`src/rtl/conv_tap_scheduler.sv`:
```
// conv_tap_scheduler
//   Walks a KxK convolution kernel over an FxF feature map with zero padding P
//   and stride S. Issues one tap per non-stalled cycle: outputs in raster order
//   on the outside, kernel taps in raster order on the inside. Padded taps are
//   still issued so the DSP cascade sees a fixed K*K tap count per window. The
//   output write is produced PIPE_LAT cycles after each window's last tap.
//
// Ports
//   i_clk       : clock, rising edge
//   i_rst       : synchronous active-high reset
//   i_go        : start pulse, sampled only when idle
//   i_stall     : back-pressure, holds tap issue while running
//   o_fm_addr   : feature-map read address (row*F + col)
//   o_fm_rd     : feature-map read strobe (in-range taps only)
//   o_pad_zero  : tap lies in the padding border, DSP input forced to zero
//   o_w_addr    : weight address (kr*K + kc)
//   o_tap_valid : a tap is issued this cycle
//   o_acc_clr   : first tap of a window
//   o_acc_last  : last tap of a window
//   o_out_we    : output write enable
//   o_out_addr  : output address (orow*OUT + ocol)
//   o_busy      : scheduler is not idle
//   o_done      : one-cycle completion pulse
module conv_tap_scheduler #(
    parameter int KERNEL_SIZE = 3,
    parameter int FM_SIZE     = 8,
    parameter int PADDING     = 1,
    parameter int STRIDE      = 1,
    parameter int PIPE_LAT    = 3,
    localparam int OUT_SIZE   = ((FM_SIZE - KERNEL_SIZE + 2*PADDING) / STRIDE) + 1,
    localparam int FA_W = ($clog2(FM_SIZE*FM_SIZE) > 0) ? $clog2(FM_SIZE*FM_SIZE) : 1,
    localparam int WA_W = ($clog2(KERNEL_SIZE*KERNEL_SIZE) > 0) ? $clog2(KERNEL_SIZE*KERNEL_SIZE) : 1,
    localparam int OA_W = ($clog2(OUT_SIZE*OUT_SIZE) > 0) ? $clog2(OUT_SIZE*OUT_SIZE) : 1
) (
    input  logic            i_clk,
    input  logic            i_rst,
    input  logic            i_go,
    input  logic            i_stall,
    output logic [FA_W-1:0] o_fm_addr,
    output logic            o_fm_rd,
    output logic            o_pad_zero,
    output logic [WA_W-1:0] o_w_addr,
    output logic            o_tap_valid,
    output logic            o_acc_clr,
    output logic            o_acc_last,
    output logic            o_out_we,
    output logic [OA_W-1:0] o_out_addr,
    output logic            o_busy,
    output logic            o_done
);

    localparam int KC_W = ($clog2(KERNEL_SIZE) > 0) ? $clog2(KERNEL_SIZE) : 1;
    localparam int OC_W = ($clog2(OUT_SIZE) > 0) ? $clog2(OUT_SIZE) : 1;
    // Signed coordinate width with headroom for the negative padding offset
    // and the largest row*S + kr intermediate.
    localparam int CW   = $clog2(FM_SIZE + 2*PADDING + KERNEL_SIZE + 1) + 2;

    localparam logic signed [CW-1:0] F_S      = CW'(FM_SIZE);
    localparam logic [KC_W-1:0]      K_LAST   = KC_W'(KERNEL_SIZE - 1);
    localparam logic [OC_W-1:0]      O_LAST   = OC_W'(OUT_SIZE - 1);
    localparam logic [OA_W-1:0]      WIN_LAST = OA_W'(OUT_SIZE*OUT_SIZE - 1);

    typedef enum logic [1:0] {IDLE, RUN, DRAIN, DONE} state_t;

    state_t           state;
    logic [OC_W-1:0]  orow, ocol;
    logic [KC_W-1:0]  kr, kc;

    // Tracks {window-last flag, window index} toward the output write.
    logic             pipe_last [PIPE_LAT];
    logic [OA_W-1:0]  pipe_idx  [PIPE_LAT];

    logic signed [CW-1:0] ir_c, ic_c;
    logic                 tap_pad, tap_first, tap_last, last_win, issue;
    logic [FA_W-1:0]      tap_fm_addr;
    logic [WA_W-1:0]      tap_w_addr;
    logic [OA_W-1:0]      win_idx;

    // Decode of the tap currently pointed at by the counters. The counters
    // always hold the next tap to issue, which lets the very first tap go out
    // on the same edge that samples i_go.
    always_comb begin
        ir_c        = CW'(orow) * CW'(STRIDE) + CW'(kr) - CW'(PADDING);
        ic_c        = CW'(ocol) * CW'(STRIDE) + CW'(kc) - CW'(PADDING);
        tap_pad     = ir_c[CW-1] | ic_c[CW-1] | !(ir_c < F_S) | !(ic_c < F_S);
        tap_fm_addr = FA_W'($unsigned(ir_c)) * FA_W'(FM_SIZE) + FA_W'($unsigned(ic_c));
        tap_w_addr  = WA_W'(kr) * WA_W'(KERNEL_SIZE) + WA_W'(kc);
        win_idx     = OA_W'(orow) * OA_W'(OUT_SIZE) + OA_W'(ocol);
        tap_first   = (kr == '0) && (kc == '0);
        tap_last    = (kr == K_LAST) && (kc == K_LAST);
        last_win    = (orow == O_LAST) && (ocol == O_LAST);
        issue       = ((state == IDLE) && i_go) || ((state == RUN) && !i_stall);
    end

    // Control FSM, counters, latency pipe and all registered outputs.
    always_ff @(posedge i_clk) begin
        if (i_rst) begin
            state       <= IDLE;
            orow        <= '0;
            ocol        <= '0;
            kr          <= '0;
            kc          <= '0;
            for (int i = 0; i < PIPE_LAT; i++) begin
                pipe_last[i] <= 1'b0;
                pipe_idx[i]  <= '0;
            end
            o_fm_addr   <= '0;
            o_fm_rd     <= 1'b0;
            o_pad_zero  <= 1'b0;
            o_w_addr    <= '0;
            o_tap_valid <= 1'b0;
            o_acc_clr   <= 1'b0;
            o_acc_last  <= 1'b0;
            o_out_we    <= 1'b0;
            o_out_addr  <= '0;
            o_busy      <= 1'b0;
            o_done      <= 1'b0;
        end else begin
            // Tap outputs are zero whenever nothing is issued (idle or stalled).
            o_tap_valid <= issue;
            o_fm_rd     <= issue && !tap_pad;
            o_pad_zero  <= issue && tap_pad;
            o_fm_addr   <= (issue && !tap_pad) ? tap_fm_addr : '0;
            o_w_addr    <= issue ? tap_w_addr : '0;
            o_acc_clr   <= issue && tap_first;
            o_acc_last  <= issue && tap_last;

            // Stage 0 mirrors o_acc_last, so the last stage turns into the
            // write exactly PIPE_LAT cycles later. Never frozen by the stall.
            pipe_last[0] <= issue && tap_last;
            pipe_idx[0]  <= win_idx;
            for (int i = 1; i < PIPE_LAT; i++) begin
                pipe_last[i] <= pipe_last[i-1];
                pipe_idx[i]  <= pipe_idx[i-1];
            end
            o_out_we   <= pipe_last[PIPE_LAT-1];
            o_out_addr <= pipe_last[PIPE_LAT-1] ? pipe_idx[PIPE_LAT-1] : '0;
            o_done     <= 1'b0;

            // Raster advance: kc fastest, then kr, then ocol, then orow.
            if (issue) begin
                if (kc == K_LAST) begin
                    kc <= '0;
                    if (kr == K_LAST) begin
                        kr <= '0;
                        if (ocol == O_LAST) begin
                            ocol <= '0;
                            orow <= (orow == O_LAST) ? '0 : orow + 1'b1;
                        end else begin
                            ocol <= ocol + 1'b1;
                        end
                    end else begin
                        kr <= kr + 1'b1;
                    end
                end else begin
                    kc <= kc + 1'b1;
                end
            end

            case (state)
                IDLE: begin
                    if (i_go) begin
                        // A 1x1 job finishes issuing on the starting edge.
                        state  <= (tap_last && last_win) ? DRAIN : RUN;
                        o_busy <= 1'b1;
                    end
                end
                RUN: begin
                    if (issue && tap_last && last_win)
                        state <= DRAIN;
                end
                DRAIN: begin
                    if (pipe_last[PIPE_LAT-1] && (pipe_idx[PIPE_LAT-1] == WIN_LAST))
                        state <= DONE;
                end
                DONE: begin
                    o_done <= 1'b1;
                    o_busy <= 1'b0;
                    state  <= IDLE;
                end
                default: state <= IDLE;
            endcase
        end
    end

endmodule

```
`config.mk`:
```
export PLATFORM = sky130hd
export DESIGN_NAME = conv_tap_scheduler
export DESIGN_NICKNAME = d
export VERILOG_FILES = /design/src/rtl/conv_tap_scheduler.sv
export SDC_FILE = /design/constraint.sdc
export NUM_CORES = 1
export LEC_CHECK = 0
export CAP_MARGIN = 15
export CELL_PAD_IN_SITES_DETAIL_PLACEMENT = 1
export CELL_PAD_IN_SITES_GLOBAL_PLACEMENT = 1
export CORE_UTILIZATION = 42
export CTS_CLUSTER_SIZE = 16
export DETAILED_ROUTE_END_ITERATION = 10
export HOLD_SLACK_MARGIN = 0.03
export PLACE_DENSITY = 0.87
export RECOVER_POWER = 25
export SLEW_MARGIN = 0
export SYNTH_ARGS = -nofsm -noshare
export SYNTH_HDL_FRONTEND = slang
export SYNTH_SLANG_ARGS = --single-unit
```
`constraint.sdc`:
```
create_clock -name i_clk -period 3.6 [get_ports i_clk]
set_input_delay 0.36 -clock i_clk [delete_from_list [all_inputs] [get_ports i_clk]]
set_output_delay 0.36 -clock i_clk [all_outputs]
set_load 0.005 [all_outputs]
```
==> results of run 1 <==
## layer usage
layer / vias up / routed length [µm] / share of wire (%)
met5: - / 0 / 0
met4: 0 / 82 / 1.8
met2: 24 / 2250 / 50
met1: 740 / 2010 / 45
met3: 7 / 117 / 2.6
li1: 787 / - / -
## worst paths after layout
path                           to  slack [ps]            start
setup / recovery     o_fm_addr[4]         870            kc[1]
hold / removal    pipe_idx[0][16]         450  pipe_idx[0][10]
setup reg to reg     o_fm_addr[4]         870            kc[1]
hold reg to reg   pipe_idx[0][16]         450  pipe_idx[0][10]
## synthesized netlist by cell type
| master | number |
|---|---|
| a21oi_1 | 11 |
| o211ai_4 | 1 |
| and3b_2 | 1 |
| inv_1 | 25 |
| or3_1 | 1 |
| nand2b_1 | 8 |
| o21ai_0 | 1 |
| xor2_1 | 1 |
| nor3_1 | 1 |
| nand3_1 | 3 |
| and2_1 | 12 |
| nor2_1 | 24 |
| mux2i_1 | 5 |
| a2bb2oi_1 | 1 |
| or3b_1 | 1 |
| nand4_1 | 2 |
| clkbuf_1 | 3 |
| buf_4 | 1 |
| mux2_2 | 1 |
| nor4_1 | 3 |
| a211oi_1 | 2 |
| nor3_2 | 1 |
| nand3b_1 | 1 |
| buf_1 | 1 |
| and3_1 | 1 |
| a21o_1 | 1 |
| ha_1 | 24 |
| o211a_1 | 1 |
| fa_1 | 5 |
| dfxtp_1 | 56 |
| nor2b_1 | 21 |
| nand2_1 | 8 |
## layout make-up
| type | instances | area (µm²) | area share (%) |
|---|---|---|---|
| clock buffers | 5 | 68.8 | 2.51 |
| clock inverters | 3 | 25.0 | 0.913 |
| flip-flops and latches | 56 | 1120 | 40.9 |
| inverters | 25 | 93.8 | 3.42 |
| multi-input cells | 142 | 1070 | 39.0 |
| well taps | 70 | 87.6 | 3.20 |
| repair buffers | 28 | 274 | 10.0 |
## worst max-delay path, stage by stage (launching register included)
cell and delay (ps):
dfxtp_1 410, inv_1 110, ha_1 280, inv_1 40, ha_1 210, fa_1 400
nor2b_1 170, nor2_1 70, ha_1 170, inv_1 60, fa_1 410, nor4_1 310
## metrics by stage
step	utilization [%]	std cells	instance area, µm²	hold slack [ps]
2_1_floorplan	-	228	2310	414
3_3_place_gp	50.9	321	2650	416
3_5_place_dp	50.9	321	2650	428
4_1_cts	52.7	329	2740	450
5_1_grt	52.6	329	2740	461
6_report	52.6	329	2740	448
## logic make-up (layout without fill, tap and decap cells)
logic type	count (synthesis)	in the layout	share of synthesized area (%)
XOR/XNOR	1	1	0.380
buffers and inverters	30	61	5.04
AO/OA/AOI/OAI	18	18	5.31
adder cells (fa/ha/maj)	29	29	17.4
AND/OR/NAND/NOR	88	88	20.7
multiplexers	6	6	2.66
flip-flops	56	56	48.6
## flip-flops by register name (all words and copies together), names as in the netlist, 2 cells and up
signal	count
kr	2
o_out_addr	6
pipe_idx	18
o_fm_addr	6
pipe_last	3
kc	2
ocol	3
state	2
orow	3
o_w_addr	4
## power groups by stage
stage / Combinational (mW) / Sequential (mW) / Clock (mW)
after global placement: 0.269 / 0.682 / 0
after detailed placement: 0.279 / 0.683 / 0
after CTS: 0.283 / 0.669 / 0.367
after global routing: 0.316 / 0.673 / 0.393
final: 0.278 / 0.669 / 0.356
after floorplan: 0.193 / 0.680 / 0
==> results.md, run 1 <==
- RSZ-0062 raised after global routing: no
- Worst VDD drop: 0.000317 V
- Routed WL per cell: approximately 14 µm
- Layout Skew: around 5.8 ps
- Setup ws final: approximately 870 ps
- Final period utilization: around three quarters
- Initial antenna violation count: 0
- DR iter-0 viols: 52
- Mean Syn Cell Area: 10.1 µm²
- Largest net degree at the start of global routing: 39
- Die ar.: roughly 5800 µm²
- Sw power: roughly 0.39 mW
- Die width: 76.1 µm
- Clock share of power: 27.4%
- CTS tree: done
- Number of buffers created by CTS: 5
- Post-CTS Setup Bufs: 0
- Clock Sinks: 56
- Detailed Place HPWL: 3290 µm
- Drt via density: 4.74
- Crit path capture type: flop
- M3 GR Usage: 3.35%
- Slew Limit Fails: 39
- Sw Ratio: roughly 30%
- Actual slew at the worst max-slew pin: 1630 ps
- Layout net count: just under 300
- Total Neg Setup Slack: 0 ps
- Yosys top cell by area: dfxtp_1
- Root Buffer: clkbuf_8
- Commonest non-fill, non-tap cells in the layout: 56 x dfxtp_1, 26 x clkdlybuf4s50_1, 25 x inv_1, 24 x nor2_1, 24 x ha_1
- Worst slack at placement: 855 ps
- Remaining Overflow, GRT: 0
- Rows: 26
- Pwr dens: 475 nW/µm²
- Leak: 1.13 nW
- # resized after CTS: 0
- Fin. Hold Viols: 0
- Status: finished with violations
- Hold/Removal Path Class: reg -> reg
- Critical Setup Path Class: reg -> reg
- Met1 Use GR: 19.2%
- Worst-skew pair later-pin latency: 310 ps
- Final WL: 4460 µm
- Die height: 76.1 µm
- Tmin final: 2730 ps
- H-tree depth: 2
- Failing checks: max-capacitance violations, max-slew violations
- Router iterations before antenna repair: 2
- Layout cell share with drive strength beyond 1: 4.63%
- Highest clock rate: 367 MHz
- Layout area overhead: 18.8%
- Cell area after synthesis: roughly 2300 µm²
- R2R depth: 11
- RD Place Congestion: approximately 0.78
- Critical Path RT: 3810 ps
- Slew margin rel.: -8.75%
- Combinational power share: 21.3%
- First-pass GRT wire length: 7620 µm
- Yosys reg bits: 56
- Detail Route Antenna Nets: 0
- Hold Buf Count CTS: 0
- Internal power: between 0.9 and 1 mW
- Reg power frac: 51.3%
- M2 GR Usage: 30.5%
- Routed vias: 1558
- Max cap viols: 1
- # setup viols final: 0
- Synth cell types: 32
- Cells after Synth: approximately 230
- CP Data Arrival Time: 2940 ps
- GRT busiest layer: met2
- Port bufs: 27
- Largest cells by area after synthesis: dfxtp_1 49%, ha_1 13%, nor2b_1 5.7%, fa_1 4.3%, inv_1 4.1%
- Total power: 1.30 mW
- Initial Utilization: about 44%
- I/O pins: 28
- Deepest clock path buffer count: 2
- Register area share after synthesis: ~50%
- Syn Nets: approximately 260
- # diodes: 0
- Startpoint Class: flop
- Worst hold path depth: 1
- Worst-path clk slew: 110 ps
- Post-synth top area share: 48.6%
- Worst Path Max Fanout: 5
- # DRC: 0
- Most common cell after layout, fill and taps aside: dfxtp_1
- Core ar.: ~5200 µm²
- Vias in the first global route: around 1700
- Ys Warns: 0
- Fillers: 577
- Total global-route track usage: 16.8%
(Power assumes the default switching activity.)
==> inputs of run 2 (changes only) <==
==> constraint.sdc (replaced) <==
create_clock -name i_clk -period 2.8 [get_ports i_clk]
set_input_delay 0.28 -clock i_clk [delete_from_list [all_inputs] [get_ports i_clk]]
set_output_delay 0.28 -clock i_clk [all_outputs]
set_load 0.005 [all_outputs]
==> run 2 against run 1 <==
The flow still finishes with violations (max-capacitance violations, max-slew violations). Hold slack gained 0.63 ps. Setup slack lost 700 ps. Combinational power grew 36%. Clock power grew 31%. Global-route usage is essentially flat. Total power grew 31%.
==> results.md, run 2 (synthesis gave the netlist of run 1 again) <==
- Deepest clock path buffer count: 2 (unchanged)
- Core ar.: 5200 µm² (unchanged)
- Layout cell share with drive strength beyond 1: 6.13% (+1.5 points)
- Initial antenna violation count: 0 (unchanged)
- CP Data Arrival Time: 2860 ps (-80 ps)
- Clock share of power: 27.3% (about the same)
- Layout Skew: 2.82 ps (-3.03 ps)
- Detail Route Antenna Nets: 0 (unchanged)
- Initial Utilization: 44.3% (unchanged)
- Total Neg Setup Slack: 0 ps (unchanged)
- Sw Ratio: 30.6% (+0.67 points)
- Vias in the first global route: 1664 (+0.12%)
- # diodes: 0 (unchanged)
- CTS tree: done
- # setup viols final: 0 (unchanged)
- Slew margin rel.: -0.0649% (+8.7 points)
- Commonest non-fill, non-tap cells in the layout: 56 x dfxtp_1, 26 x clkdlybuf4s50_1, 25 x inv_1, 24 x nor2_1, 24 x ha_1
- Reg power frac: 50.4% (-0.9 points)
- Top flop regs: pipe_idx: 18 flops, o_fm_addr: 6 flops, o_out_addr: 6 flops
- Worst-skew pair later-pin latency: 320 ps (about the same)
- First-pass GRT wire length: 7550 µm (-0.91%)
- Combinational power share: 22.3% (+1.0 points)
- Post-CTS Setup Bufs: 0 (unchanged)
- Largest net degree at the start of global routing: 38 (-2.6%)
- Detailed Place HPWL: 3420 µm (+4.0%)
- Hold Path Origin: pipe_idx[0][8]
- Max cap viols: 1 (unchanged)
- Pwr dens: 617 nW/µm² (+30%)
- Worst r2r src: kc[1]
- Total global-route track usage: 16.9% (+0.022 points)
- Critical Path RT: 3030 ps (-780 ps)
- Die width: 76.1 µm (unchanged)
- Die ar.: 5790 µm² (unchanged)
- Final WL: 4590 µm (+2.9%)
- Fin. Hold Viols: 0 (unchanged)
- Actual slew at the worst max-slew pin: 1500 ps (-130 ps)
- R2R depth: 12 (+1)
- Most common cell after layout, fill and taps aside: dfxtp_1
- Port bufs: 27 (unchanged)
- Worst hold path depth: 1 (unchanged)
- Routed WL per cell: 13.9 µm (+2.2%)
- DR iter-0 viols: 59 (+13%)
- Slew Limit Fails: 37 (-5.1%)
- I/O pins: 28 (unchanged)
- Remaining Overflow, GRT: 0 (unchanged)
- Sw power: 0.522 mW (+34%)
- Final Hold Slack: 448 ps (+0.630 ps)
- Layout area overhead: 19.7%
- RD Place Congestion: 0.783 (+0.19%)
- Internal power: 1.18 mW (+30%)
- Root Buffer: clkbuf_8
- Layout net count: 293 (+0.69%)
- Failing checks: max-capacitance violations, max-slew violations
- Final period utilization: 93.8% (+18 points)
- Die height: 76.1 µm (unchanged)
- Highest clock rate: 381 MHz (+3.8%)
- Worst-path clk slew: 100 ps (about the same)
- Crit. Startpoint: kc[1]
- Routed vias: 1575 (+1.1%)
- H-tree depth: 2 (unchanged)
- Biggest register: pipe_idx
- Drt via density: 4.76 (+0.48%)
- Leak: 1.14 nW (+0.86%)
- Router iterations before antenna repair: 4 (+2)
- Clock Sinks: 56 (unchanged)
- Rows: 26 (unchanged)
- Tmin final: 2630 ps (-100 ps)
- Crit path capture type: flop
- Number of buffers created by CTS: 5 (unchanged)
- Critical Setup Path Class: reg -> reg
- Worst VDD drop: 0.000327 V (+3.1%)
- Max reg flops: 18 (unchanged)
- Hold Buf Count CTS: 0 (unchanged)
- Worst Path Max Fanout: 4 (-1)
- Status: finished with violations
- RSZ-0062 raised after global routing: no
- Startpoint Class: flop
- # DRC: 0 (unchanged)
- Hold/Removal Path Class: reg -> reg
-- run 2: changes by cell type in the layout (fill, tap and decap cells not counted), sizes merged --
cell / previous run / this run
buf: 0 / 2
clkinv: 0 / 1
inv: 27 / 26
-- run 2: power by group through the flow --
stage / clock network, mW / registers, mW / logic [mW]
after global placement: 0 / 0.875 / 0.352
after CTS: 0.477 / 0.860 / 0.383
after detailed placement: 0 / 0.878 / 0.376
final: 0.466 / 0.859 / 0.379
after floorplan: 0 / 0.875 / 0.248
after global routing: 0.513 / 0.864 / 0.428
-- run 2: through the flow --
stage	util (%)	instances	total power [mW]	area, µm²	worst slack [ps]
after CTS	53.1	331	1.72	2760	115
after detailed placement	51.2	323	1.25	2670	136
after global routing	53.1	331	1.81	2760	8.39
after global placement	51.2	323	1.23	2670	317
after floorplan	-	228	1.12	2310	298
final	53.1	331	1.70	2760	173
-- run 2: layout make-up --
class | instances | area [µm²]
clock inverters | 3 | 27.5
clock buffers | 5 | 68.8
multi-input cells | 142 | 1070
inverters | 25 | 93.8
well taps | 70 | 87.6
fillers | 597 | 2440
flip-flops and latches | 56 | 1120
repair buffers | 30 | 289
-- run 2: critical path, cell delays in order (launching register included) --
cell     delay, ps
dfxtp_1        350
inv_1           90
ha_1           280
inv_1           40
ha_1           220
fa_2           370
nor2b_1        160
nor2_1         100
ha_1           170
inv_1           60
fa_1           400
xor2_1         160
nor4_1         140
-- run 2: what timing repair did --
action                                  4_1_cts  5_1_grt
hold endpoints to repair                      0        0
resized for setup                             0        2
endpoints found under the setup margin        0        2
-- run 2: metal layers --
layer | track usage, % | up-vias | wire [µm]
met5 | 0 | - | 0
met3 | 3.59 | 6 | 110
met4 | 6.54 | 0 | 66
met1 | 19.2 | 763 | 2010
li1 | - | 787 | -
met2 | 30.7 | 19 | 2400
-- run 2: worst paths after layout --
| check | endpoint | slack [ps] |
|---|---|---|
| worst max-delay path | o_fm_addr[5] | 170 |
| worst min-delay path | pipe_idx[0][14] | 450 |
| worst max register to register | o_fm_addr[5] | 170 |
| worst min register to register | pipe_idx[0][14] | 450 |
